===== src/rtl/axi_ad9364_pkg.sv =====
// Shared definitions for the AD9364 transmit test-pattern source:
// pattern mode encodings, PRBS-15 seed and step rule, and the run-state enum.
package axi_ad9364_pkg;

    typedef enum logic [1:0] {
        PG_MODE_ZERO = 2'd0,
        PG_MODE_ALT  = 2'd1,
        PG_MODE_RAMP = 2'd2,
        PG_MODE_PRBS = 2'd3
    } pg_mode_e;

    localparam logic [14:0] PRBS15_SEED = 15'h7FFF;

    typedef enum logic {
        PG_IDLE = 1'b0,
        PG_RUN  = 1'b1
    } pg_state_e;

    // One PRBS-15 step: shift left, feed back bit14 ^ bit13 into bit 0.
    function automatic logic [14:0] prbs15_next(input logic [14:0] s);
        return {s[13:0], s[14] ^ s[13]};
    endfunction

endpackage


===== src/rtl/axi_ad9364_prbs15.sv =====
// PRBS-15 state register for the pattern source.
// Only built when AXI_AD9364_PATTERN_GEN_PRBS_EN is defined; otherwise the
// pattern source has no LFSR at all.
`ifdef AXI_AD9364_PATTERN_GEN_PRBS_EN
module axi_ad9364_prbs15
    import axi_ad9364_pkg::*;
(
    input  logic        clk,
    input  logic        rstn,
    input  logic        init,
    input  logic        step,
    output logic [14:0] state
);

    logic [14:0] lfsr_q;
    logic [14:0] lfsr_d;

    // Reload the seed on init; init together with step means the seed is
    // consumed this beat, so the register lands one step past it.
    always_comb begin
        lfsr_d = lfsr_q;
        if (init) begin
            lfsr_d = step ? prbs15_next(PRBS15_SEED) : PRBS15_SEED;
        end else if (step) begin
            lfsr_d = prbs15_next(lfsr_q);
        end
    end

    // LFSR state register, seeded on reset.
    always_ff @(posedge clk or negedge rstn) begin
        if (!rstn) begin
            lfsr_q <= PRBS15_SEED;
        end else begin
            lfsr_q <= lfsr_d;
        end
    end

    assign state = lfsr_q;

endmodule
`endif


===== src/rtl/axi_ad9364_pattern_gen.sv =====
// Transmit-side test pattern source for the AD9364 DAC data path.
// Issues one beat every VALID_DIV cycles while enabled, carrying a zero,
// alternating, ramp or PRBS-15 pattern on one or two channels.
// Optional feature: define AXI_AD9364_PATTERN_GEN_PRBS_EN to build the PRBS-15
// pattern; without it mode 3 produces zeros with unchanged cadence.
module axi_ad9364_pattern_gen
    import axi_ad9364_pkg::*;
#(
    parameter int unsigned DATA_WIDTH   = 12,
    parameter int unsigned NUM_CHANNELS = 1,
    parameter int unsigned VALID_DIV    = 2,
    parameter int unsigned PAT_I0       = 'o2064,
    parameter int unsigned PAT_I1       = 'o4402,
    parameter int unsigned PAT_Q0       = 'o1753,
    parameter int unsigned PAT_Q1       = 'o1337
) (
    input  logic                  clk,
    input  logic                  rstn,
    input  logic                  enable,
    input  logic [1:0]            mode,
    output logic                  dac_valid,
    output logic [DATA_WIDTH-1:0] dac_data_i1,
    output logic [DATA_WIDTH-1:0] dac_data_q1,
    output logic [DATA_WIDTH-1:0] dac_data_i2,
    output logic [DATA_WIDTH-1:0] dac_data_q2,
    output logic                  dac_r1_mode,
    output logic [15:0]           beat_count,
    output logic                  running
);

    localparam logic [DATA_WIDTH-1:0] PAT_I0_W = DATA_WIDTH'(PAT_I0);
    localparam logic [DATA_WIDTH-1:0] PAT_I1_W = DATA_WIDTH'(PAT_I1);
    localparam logic [DATA_WIDTH-1:0] PAT_Q0_W = DATA_WIDTH'(PAT_Q0);
    localparam logic [DATA_WIDTH-1:0] PAT_Q1_W = DATA_WIDTH'(PAT_Q1);
    localparam logic [DATA_WIDTH-1:0] MSB_MASK = {1'b1, {(DATA_WIDTH-1){1'b0}}};
    localparam logic [DATA_WIDTH-1:0] RAMP_ONE = DATA_WIDTH'(1);
    localparam logic [3:0]            DIV_LAST = 4'(VALID_DIV - 1);
    localparam bit                    DUAL     = (NUM_CHANNELS == 2);

    pg_state_e             state_q, state_d;
    logic [1:0]            mode_q;
    logic [3:0]            div_cnt_q, div_cnt_d;
    logic                  phase_q, phase_d;
    logic [DATA_WIDTH-1:0] ramp_q, ramp_d;
    logic [15:0]           cnt_q, cnt_d;
    logic [15:0]           beat_count_q, beat_count_d;
    logic                  valid_q, valid_d;
    logic                  running_q, running_d;
    logic [DATA_WIDTH-1:0] i1_q, i1_d, q1_q, q1_d, i2_q, i2_d, q2_q, q2_d;

    logic                  start;
    logic                  active;
    logic                  restart;
    logic                  beat;
    logic [3:0]            cur_div;
    logic                  cur_phase;
    logic [DATA_WIDTH-1:0] cur_ramp;
    logic [15:0]           cur_cnt;
    logic [DATA_WIDTH-1:0] pat_i1, pat_q1;
    logic                  pat_zero;

    // A mode change while running restarts the sequence: the pattern state is
    // taken as freshly initialised for this cycle, which then issues beat 0.
    assign start     = (state_q == PG_IDLE) && enable;
    assign active    = (state_q == PG_RUN) && enable;
    assign restart   = active && (mode != mode_q);
    assign cur_div   = restart ? 4'd0 : div_cnt_q;
    assign cur_phase = restart ? 1'b0 : phase_q;
    assign cur_ramp  = restart ? '0 : ramp_q;
    assign cur_cnt   = restart ? 16'd0 : cnt_q;
    assign beat      = active && (cur_div == 4'd0);

`ifdef AXI_AD9364_PATTERN_GEN_PRBS_EN
    logic [14:0] lfsr_state;
    logic [14:0] cur_lfsr;

    axi_ad9364_prbs15 u_prbs15 (
        .clk   (clk),
        .rstn  (rstn),
        .init  (start || restart),
        .step  (beat),
        .state (lfsr_state)
    );

    assign cur_lfsr = restart ? PRBS15_SEED : lfsr_state;
`endif

    // Pattern words for the beat being issued, from the pre-advance state.
    // The zero flag also forces channel 2 to zero so zero mode is all-zero.
    always_comb begin
        pat_i1   = '0;
        pat_q1   = '0;
        pat_zero = 1'b1;
        case (pg_mode_e'(mode))
            PG_MODE_ALT: begin
                pat_zero = 1'b0;
                pat_i1   = cur_phase ? PAT_I1_W : PAT_I0_W;
                pat_q1   = cur_phase ? PAT_Q1_W : PAT_Q0_W;
            end
            PG_MODE_RAMP: begin
                pat_zero = 1'b0;
                pat_i1   = cur_ramp;
                pat_q1   = cur_ramp ^ MSB_MASK;
            end
`ifdef AXI_AD9364_PATTERN_GEN_PRBS_EN
            PG_MODE_PRBS: begin
                pat_zero = 1'b0;
                pat_i1   = cur_lfsr[DATA_WIDTH-1:0];
                pat_q1   = ~cur_lfsr[DATA_WIDTH-1:0];
            end
`endif
            default: begin
            end
        endcase
    end

    // Run-state next-state logic: enable alone decides IDLE versus RUN.
    always_comb begin
        state_d = state_q;
        case (state_q)
            PG_IDLE: if (enable)  state_d = PG_RUN;
            PG_RUN:  if (!enable) state_d = PG_IDLE;
            default: state_d = PG_IDLE;
        endcase
    end

    // Datapath next-state: initialise on entry, otherwise divide the cadence
    // and on each beat load the outputs and advance the pattern state.
    always_comb begin
        div_cnt_d    = div_cnt_q;
        phase_d      = phase_q;
        ramp_d       = ramp_q;
        cnt_d        = cnt_q;
        beat_count_d = beat_count_q;
        valid_d      = 1'b0;
        running_d    = active;
        i1_d         = i1_q;
        q1_d         = q1_q;
        i2_d         = i2_q;
        q2_d         = q2_q;
        if (start) begin
            div_cnt_d    = 4'd0;
            phase_d      = 1'b0;
            ramp_d       = '0;
            cnt_d        = 16'd0;
            beat_count_d = 16'd0;
        end else if (active) begin
            div_cnt_d = (cur_div == DIV_LAST) ? 4'd0 : cur_div + 4'd1;
            if (beat) begin
                valid_d      = 1'b1;
                i1_d         = pat_i1;
                q1_d         = pat_q1;
                i2_d         = (DUAL && !pat_zero) ? ~pat_i1 : '0;
                q2_d         = (DUAL && !pat_zero) ? ~pat_q1 : '0;
                phase_d      = ~cur_phase;
                ramp_d       = cur_ramp + RAMP_ONE;
                cnt_d        = cur_cnt + 16'd1;
                beat_count_d = cur_cnt;
            end
        end
    end

    // Run-state register and the mode seen last cycle for restart detection.
    always_ff @(posedge clk or negedge rstn) begin
        if (!rstn) begin
            state_q <= PG_IDLE;
            mode_q  <= 2'd0;
        end else begin
            state_q <= state_d;
            mode_q  <= mode;
        end
    end

    // Pattern state and registered outputs.
    always_ff @(posedge clk or negedge rstn) begin
        if (!rstn) begin
            div_cnt_q    <= 4'd0;
            phase_q      <= 1'b0;
            ramp_q       <= '0;
            cnt_q        <= 16'd0;
            beat_count_q <= 16'd0;
            valid_q      <= 1'b0;
            running_q    <= 1'b0;
            i1_q         <= '0;
            q1_q         <= '0;
            i2_q         <= '0;
            q2_q         <= '0;
        end else begin
            div_cnt_q    <= div_cnt_d;
            phase_q      <= phase_d;
            ramp_q       <= ramp_d;
            cnt_q        <= cnt_d;
            beat_count_q <= beat_count_d;
            valid_q      <= valid_d;
            running_q    <= running_d;
            i1_q         <= i1_d;
            q1_q         <= q1_d;
            i2_q         <= i2_d;
            q2_q         <= q2_d;
        end
    end

    assign dac_valid   = valid_q;
    assign dac_data_i1 = i1_q;
    assign dac_data_q1 = q1_q;
    assign dac_data_i2 = i2_q;
    assign dac_data_q2 = q2_q;
    assign dac_r1_mode = (NUM_CHANNELS == 1);
    assign beat_count  = beat_count_q;
    assign running     = running_q;

endmodule


===== config.mk =====
export PLATFORM = sky130hd
export DESIGN_NAME = axi_ad9364_pattern_gen
export DESIGN_NICKNAME = d
export VERILOG_FILES = /design/src/rtl/axi_ad9364_pkg.sv /design/src/rtl/axi_ad9364_prbs15.sv /design/src/rtl/axi_ad9364_pattern_gen.sv
export SDC_FILE = /design/constraint.sdc
export NUM_CORES = 1
export LEC_CHECK = 0
export BUFFER_PORTS_ARGS = -buffer_cell sky130_fd_sc_hd__buf_4
export CORE_UTILIZATION = 50
export CTS_CLUSTER_SIZE = 28
export DETAILED_ROUTE_END_ITERATION = 8
export GPL_TIMING_DRIVEN = 0
export PLACE_DENSITY = 0.73
export SLEW_MARGIN = 10
export SYNTH_ARGS = -nofsm -noshare
export SYNTH_HDL_FRONTEND = slang
export SYNTH_HIERARCHICAL = 1
export SYNTH_SLANG_ARGS = --single-unit

===== constraint.sdc =====
create_clock -name clk -period 5 [get_ports clk]
set_input_delay 1 -clock clk [delete_from_list [all_inputs] [get_ports clk]]
set_output_delay 1 -clock clk [all_outputs]
set_load 0.01 [all_outputs]

Yosys cells after proc, flatten, opt, wreduce, memory -nomap -nowiden
Cells that the tools add are included.

Output and inout port bits: 67. Register bits: 78. Bits of input ports: 5.

Equal/unequal tests: 4. Add/subtract/negate cells: 3. Reduce and logical (&&, ||, !) cells: 9. Bitwise logic cells: 4. Multiplexer cells: 27.

Operators with widths (number): 16-bit two-way mux (7); 12-bit two-way mux (5); 12-bit case mux with 2 select lines (2); 16-bit by 1-bit adder with 16-bit output, second input constant (1); 4-bit two-way mux (4); 12-bit by 1-bit adder with 12-bit output, second input constant (1); 9-bit two-way mux (1); 1-bit two-way mux (8); 4-bit by 1-bit adder with 4-bit output, second input constant (1); 4-bit by 1-bit == test with 1-bit output, second input constant (1); 1-bit logical AND (4); 4-bit zero test (1); 1-bit NOT (4); 2-bit nonzero test (2); 3-bit AND reduction (1); 2-bit by 1-bit == test with 1-bit output, second input constant (1); 2-bit == test, second input constant (1); 2-bit inequality test (1); 2-bit AND reduction (1).

Longest topological paths before layout
Word-level depth: 8. Mapped depth: 11.

Worst setup path after synthesis
Ideal clock, no wire load.

Path type: input-to-reg. From: in mode[1]. To: reg ramp_q[10]. Arrival time: 3156 ps. Cell stages on the path: 10. Setup slack: 1726 ps. Cell sequence: xnor2_1 -> a21o_1 -> clkbuf_1 -> and2_1 -> ha_1 -> nand2_1 -> or3_4 -> nor3_2 -> o21ai_1 -> a21o_1.

Cells in the longest elaborated chain, start to end: 7. Elaborated cells on any way between the ends: 12. Classes of those cells: add/sub: 1; eq/ne: 1; mux: 5; reduce/logical: 5.

Ends and longest elaborated chain: from (decl) (line axi_ad9364_pattern_gen.sv:20) `input logic [1:0] mode,`; 2-bit inequality test (*) (line axi_ad9364_pattern_gen.sv:66) `assign restart = active && (mode != mode_q);`; 1-bit logical AND (*) (line axi_ad9364_pattern_gen.sv:66); 12-bit two-way mux or 4-bit two-way mux (tied branches) (line axi_ad9364_pattern_gen.sv:69, axi_ad9364_pattern_gen.sv:67); 12-bit by 1-bit adder with 12-bit output or 4-bit zero test (tied branches) (line axi_ad9364_pattern_gen.sv:156, axi_ad9364_pattern_gen.sv:71); 12-bit two-way mux or 1-bit logical AND (tied branches) (line axi_ad9364_pattern_gen.sv:149, axi_ad9364_pattern_gen.sv:71); 12-bit two-way mux or 2-bit nonzero test (tied branches); 12-bit two-way mux or 2-bit AND reduction (tied branches); to (signal assigned) (line axi_ad9364_pattern_gen.sv:191) `ramp_q <= ramp_d;`; to (decl) (line axi_ad9364_pattern_gen.sv:44) `logic [DATA_WIDTH-1:0] ramp_q, ramp_d;`.

Every way passes the cells marked *; elsewhere a longest branch is shown, timed or not. The select of a mux whose other input is x is not followed. A chain may end at the register's enable or synchronous reset.

Worst setup path after layout
From: in mode[0]. To: reg cnt_q[12].

Cells in the longest elaborated chain, start to end: 7. Elaborated cells on any way between the ends: 12. Classes of those cells: add/sub: 1; eq/ne: 1; mux: 5; reduce/logical: 5.

Ends and longest elaborated chain: 2-bit inequality test (*) (line axi_ad9364_pattern_gen.sv:66); 1-bit logical AND (*) (line axi_ad9364_pattern_gen.sv:66); 16-bit two-way mux or 4-bit two-way mux (tied branches) (line axi_ad9364_pattern_gen.sv:70, axi_ad9364_pattern_gen.sv:67); 16-bit by 1-bit adder with 16-bit output or 4-bit zero test (tied branches) (line axi_ad9364_pattern_gen.sv:157, axi_ad9364_pattern_gen.sv:71); 16-bit two-way mux or 1-bit logical AND (tied branches) (line axi_ad9364_pattern_gen.sv:149, axi_ad9364_pattern_gen.sv:71); 16-bit two-way mux or 2-bit nonzero test (tied branches); 16-bit two-way mux or 2-bit AND reduction (tied branches); to (signal assigned) (line axi_ad9364_pattern_gen.sv:192) `cnt_q <= cnt_d;`; to (decl) (line axi_ad9364_pattern_gen.sv:45) `logic [15:0] cnt_q, cnt_d;`.

Marked as above.

==> flow_metrics.env <==
export IMPL_synth_edff_count=0
export IMPL_grt_most_used_layer="met2"
export IMPL_antenna_found_initial=0
export IMPL_p_switching_mw=0.415
export IMPL_fin_crit_ns=3.77
export IMPL_grt_use_met1_pct=34.5
export IMPL_h_tree_depth=3
export IMPL_peakVddDrop_mv=0.177
export IMPL_reg2reg_slack_ns=1.65
export IMPL_hp_class="register to register"
export IMPL_totalNegativeSetupSlack_ns=0
export IMPL_leakagePower_nw=2.21
export IMPL_syn_avg_cell_area_sq_um=9.02
export IMPL_drc=0
export IMPL_use_met3_pct=6.01
export IMPL_cts_setup_buffers=0
export IMPL_synthDistinctLibCells=52
export IMPL_syn_area_sq_um=3870
export IMPL_clockBufferDepth=2
export IMPL_clk_pin_slew_ns=0.08
export IMPL_firstDrtPassIters=5
export IMPL_reg2reg_to="cnt_q[12]$_DFFE_PN0P_"
export IMPL_nets=519
export IMPL_totalWireLength_mm=9.26
export IMPL_r2r_cells=10
export IMPL_fin_util_pct=63.2
export IMPL_drtIter0Drc=256
export IMPL_n_antenna_cell=0
export IMPL_cp_start_kind="input port"
export IMPL_vias=3450
export IMPL_dpl_worst_slack_ns=0.959
export IMPL_fmax_mhz=266
export IMPL_setup_worst_path_end="cnt_q[12]$_DFFE_PN0P_"
export IMPL_insertion_delay_ns=0.35
export IMPL_slew_limit_headroom_pct=35.2
export IMPL_initial_core_util_pct=52.5
export IMPL_clock_sinks=77
export IMPL_cts_tree="built"
export IMPL_ys_ff_latch=77
export IMPL_power_share_sequential_pct=45.9
export IMPL_synth_area_leaders="dfrtp_1, buf_4, nand3_1"
export IMPL_slew_violations=0
export IMPL_crit_path_max_fanout=10
export IMPL_grt_pass1_wl_mm=15.5
export IMPL_place_congestion=0.901
export IMPL_critPathKind="input port to register"
export IMPL_coreArea_sq_um=7370
export IMPL_tightest_slew_ns=0.971
export IMPL_dp_cells=597
export IMPL_avgViaCountPerCell=5.64
export IMPL_grt_start_max_net_pins=78
export IMPL_startpoint="mode[0]"
export IMPL_syn_to_final_growth_pct=20.5
export IMPL_synth_warnings=6
export IMPL_synth_seq_area_share_pct=49.8
export IMPL_cp_arrival_ns=3.98
export IMPL_die_w_microns=90.0
export IMPL_endpoint_kind="register"
export IMPL_grt_use_met2_pct=36.0
export IMPL_cts_hold_buf=0
export IMPL_post_route_period_util_pct=75.3
export IMPL_synth_flop_cell="dfrtp_1"
export IMPL_ant_nets=0
export IMPL_yosysTopAreaCell="dfrtp_1"
export IMPL_cts_resized=0
export IMPL_grt_pass1_vias=3109
export IMPL_ios=72
export IMPL_pwr_share_clk_pct=37.0
export IMPL_swShare_pct=27.4
export IMPL_wire_per_inst_microns=15.1
export IMPL_num_rows=31
export IMPL_root_buffer="clkbuf_8"
export IMPL_hpwl_mm=6.30
export IMPL_yosysTopAreaCellShare_pct=49.8
export IMPL_synthCells=429
export IMPL_drv_cap=0
export IMPL_io_buffers=46
export IMPL_cts_made_buffers=9
export IMPL_combPwrFrac_pct=17.0
export IMPL_intPower_mw=1.10
export IMPL_layoutNonFillerInstCount=612
export IMPL_setup_viol=0
export IMPL_worst_slack_ns=1.23
export IMPL_drive_above_1_share_pct=20.9
export IMPL_skew_ns=0.00464
export IMPL_status="complete, no violations"
export IMPL_overflow=0
export IMPL_reg2reg_from="mode_q[0]$_DFF_PN0_"
export IMPL_grt_setup_unrepaired="no"
export IMPL_timing_hold_ws_ns=0.481
export IMPL_die_area_sq_um=8090
export IMPL_die_h_microns=90.0
export IMPL_n_fill_cell=649
export IMPL_grt_usage_pct=24.5
export IMPL_critical_path_required_ns=5.21
export IMPL_power_density_nw_per_um2=325
export IMPL_hold_viol_final=0
export IMPL_synth_async_reset_ratio_pct=100
-- cell families (layout without fill, tap and decap cells) --
group           count (synthesis)  after routing  synth area share (%)
buf+inv                        67            128                  9.51
xor+xnor                        2              2                 0.453
flops                          77             77                  49.8
compound gates                115            115                  18.1
other cells                     2             25                 0.194
simple gates                  161            161                  20.3
fa+ha+maj                       5              5                  1.62
-- layout make-up --
type	instances	area, sq um	area share, %
buffer	52	312	6.69
clock buffer	9	124	2.66
clock inverter	6	113	2.42
sequential	77	1930	41.4
timing repair buffer	46	345	7.41
multi-input combinational	308	1660	35.6
inverter	15	56.3	1.21
tap	99	124	2.66
-- metrics by stage --
step                      cell area [sq um]  total power [mW]
after floorplan                        3950             0.858
after global placement                 4420             0.959
after detailed placement               4420             0.965
after CTS                              4660              1.52
after global routing                   4660              1.59
final                                  4660              1.51
-- power groups by stage --
stage | sequential, mW | clock (mW) | combinational, mW
final | 0.696 | 0.561 | 0.258
after global routing | 0.704 | 0.603 | 0.286
after CTS | 0.696 | 0.568 | 0.258
after detailed placement | 0.708 | 0 | 0.256
after global placement | 0.707 | 0 | 0.252
after floorplan | 0.718 | 0 | 0.140
-- cell usage after synthesis, types with 4 or more instances --
cell type / count
a21o_1: 4
a21oi_1: 32
a22o_1: 5
a31oi_1: 8
and2_1: 4
and3_1: 6
buf_2: 12
buf_4: 27
clkbuf_1: 12
dfrtp_1: 77
ha_1: 5
inv_1: 13
nand2_1: 45
nand2b_1: 5
nand3_1: 34
nand4_1: 10
nor2_1: 34
nor3_1: 5
o21ai_0: 34
o22ai_1: 6
o31ai_1: 6
-- routing by layer --
metal  vias up  part of all wire (%)
met5         -                     0
met4         0                   2.6
met3        20                   7.9
met2       145                    44
met1      1644                    46
li1       1641                     -
-- layout by cell type (no fill, tap or decap), drive strengths merged, types with 4 or more instances in the layout --
| cell | count |
|---|---|
| ha | 5 |
| dfrtp | 77 |
| nand2b | 5 |
| clkinv | 4 |
| o21ai | 38 |
| nand2 | 45 |
| nand4 | 10 |
| clkbuf | 21 |
| a31oi | 8 |
| nor3 | 6 |
| conb | 25 |
| inv | 14 |
| buf | 86 |
| a22o | 5 |
| o22ai | 6 |
| and2 | 5 |
| a21oi | 33 |
| nor2 | 35 |
| nand3 | 34 |
| and3 | 6 |
| o31ai | 6 |
| a21o | 4 |
-- state kept, by name (all words and copies together), names as in the netlist --
name,count
phase_q,1
dac_data_q1,11
dac_valid,1
cnt_q,16
ramp_q,12
running,1
div_cnt_q,4
state_q,1
beat_count,16
dac_data_i1,12
mode_q,2
-- how the worst min path moves through the flow --
| stage | from | to | slack, ns | cells past startpoint |
|---|---|---|---|---|
| after floorplan | phase_q$_DFFE_PN0P_ | phase_q$_DFFE_PN0P_ | 0.46 | 1 |
| after global routing | dac_data_q1[11]$_DFFE_PN0P_ | dac_data_q1[11]$_DFFE_PN0P_ | 0.50 | 1 |
| after CTS | beat_count[13]$_DFFE_PN0P_ | beat_count[13]$_DFFE_PN0P_ | 0.49 | 1 |
| final | dac_data_i1[3]$_DFFE_PN0P_ | dac_data_i1[3]$_DFFE_PN0P_ | 0.48 | 2 |
| after global placement | beat_count[13]$_DFFE_PN0P_ | beat_count[13]$_DFFE_PN0P_ | 0.46 | 1 |
| after detailed placement | beat_count[13]$_DFFE_PN0P_ | beat_count[13]$_DFFE_PN0P_ | 0.47 | 1 |
-- worst max-delay path, stage by stage --
cell and delay (ns):
buf_4 0.13, xnor2_1 0.56, a21o_1 0.42, clkbuf_1 0.42, and2_1 0.22, ha_1 0.23
and3_1 0.17, buf_1 0.31, nand3_1 0.16, o2111ai_1 0.21, o221ai_1 0.14
(Power assumes the default switching activity.)
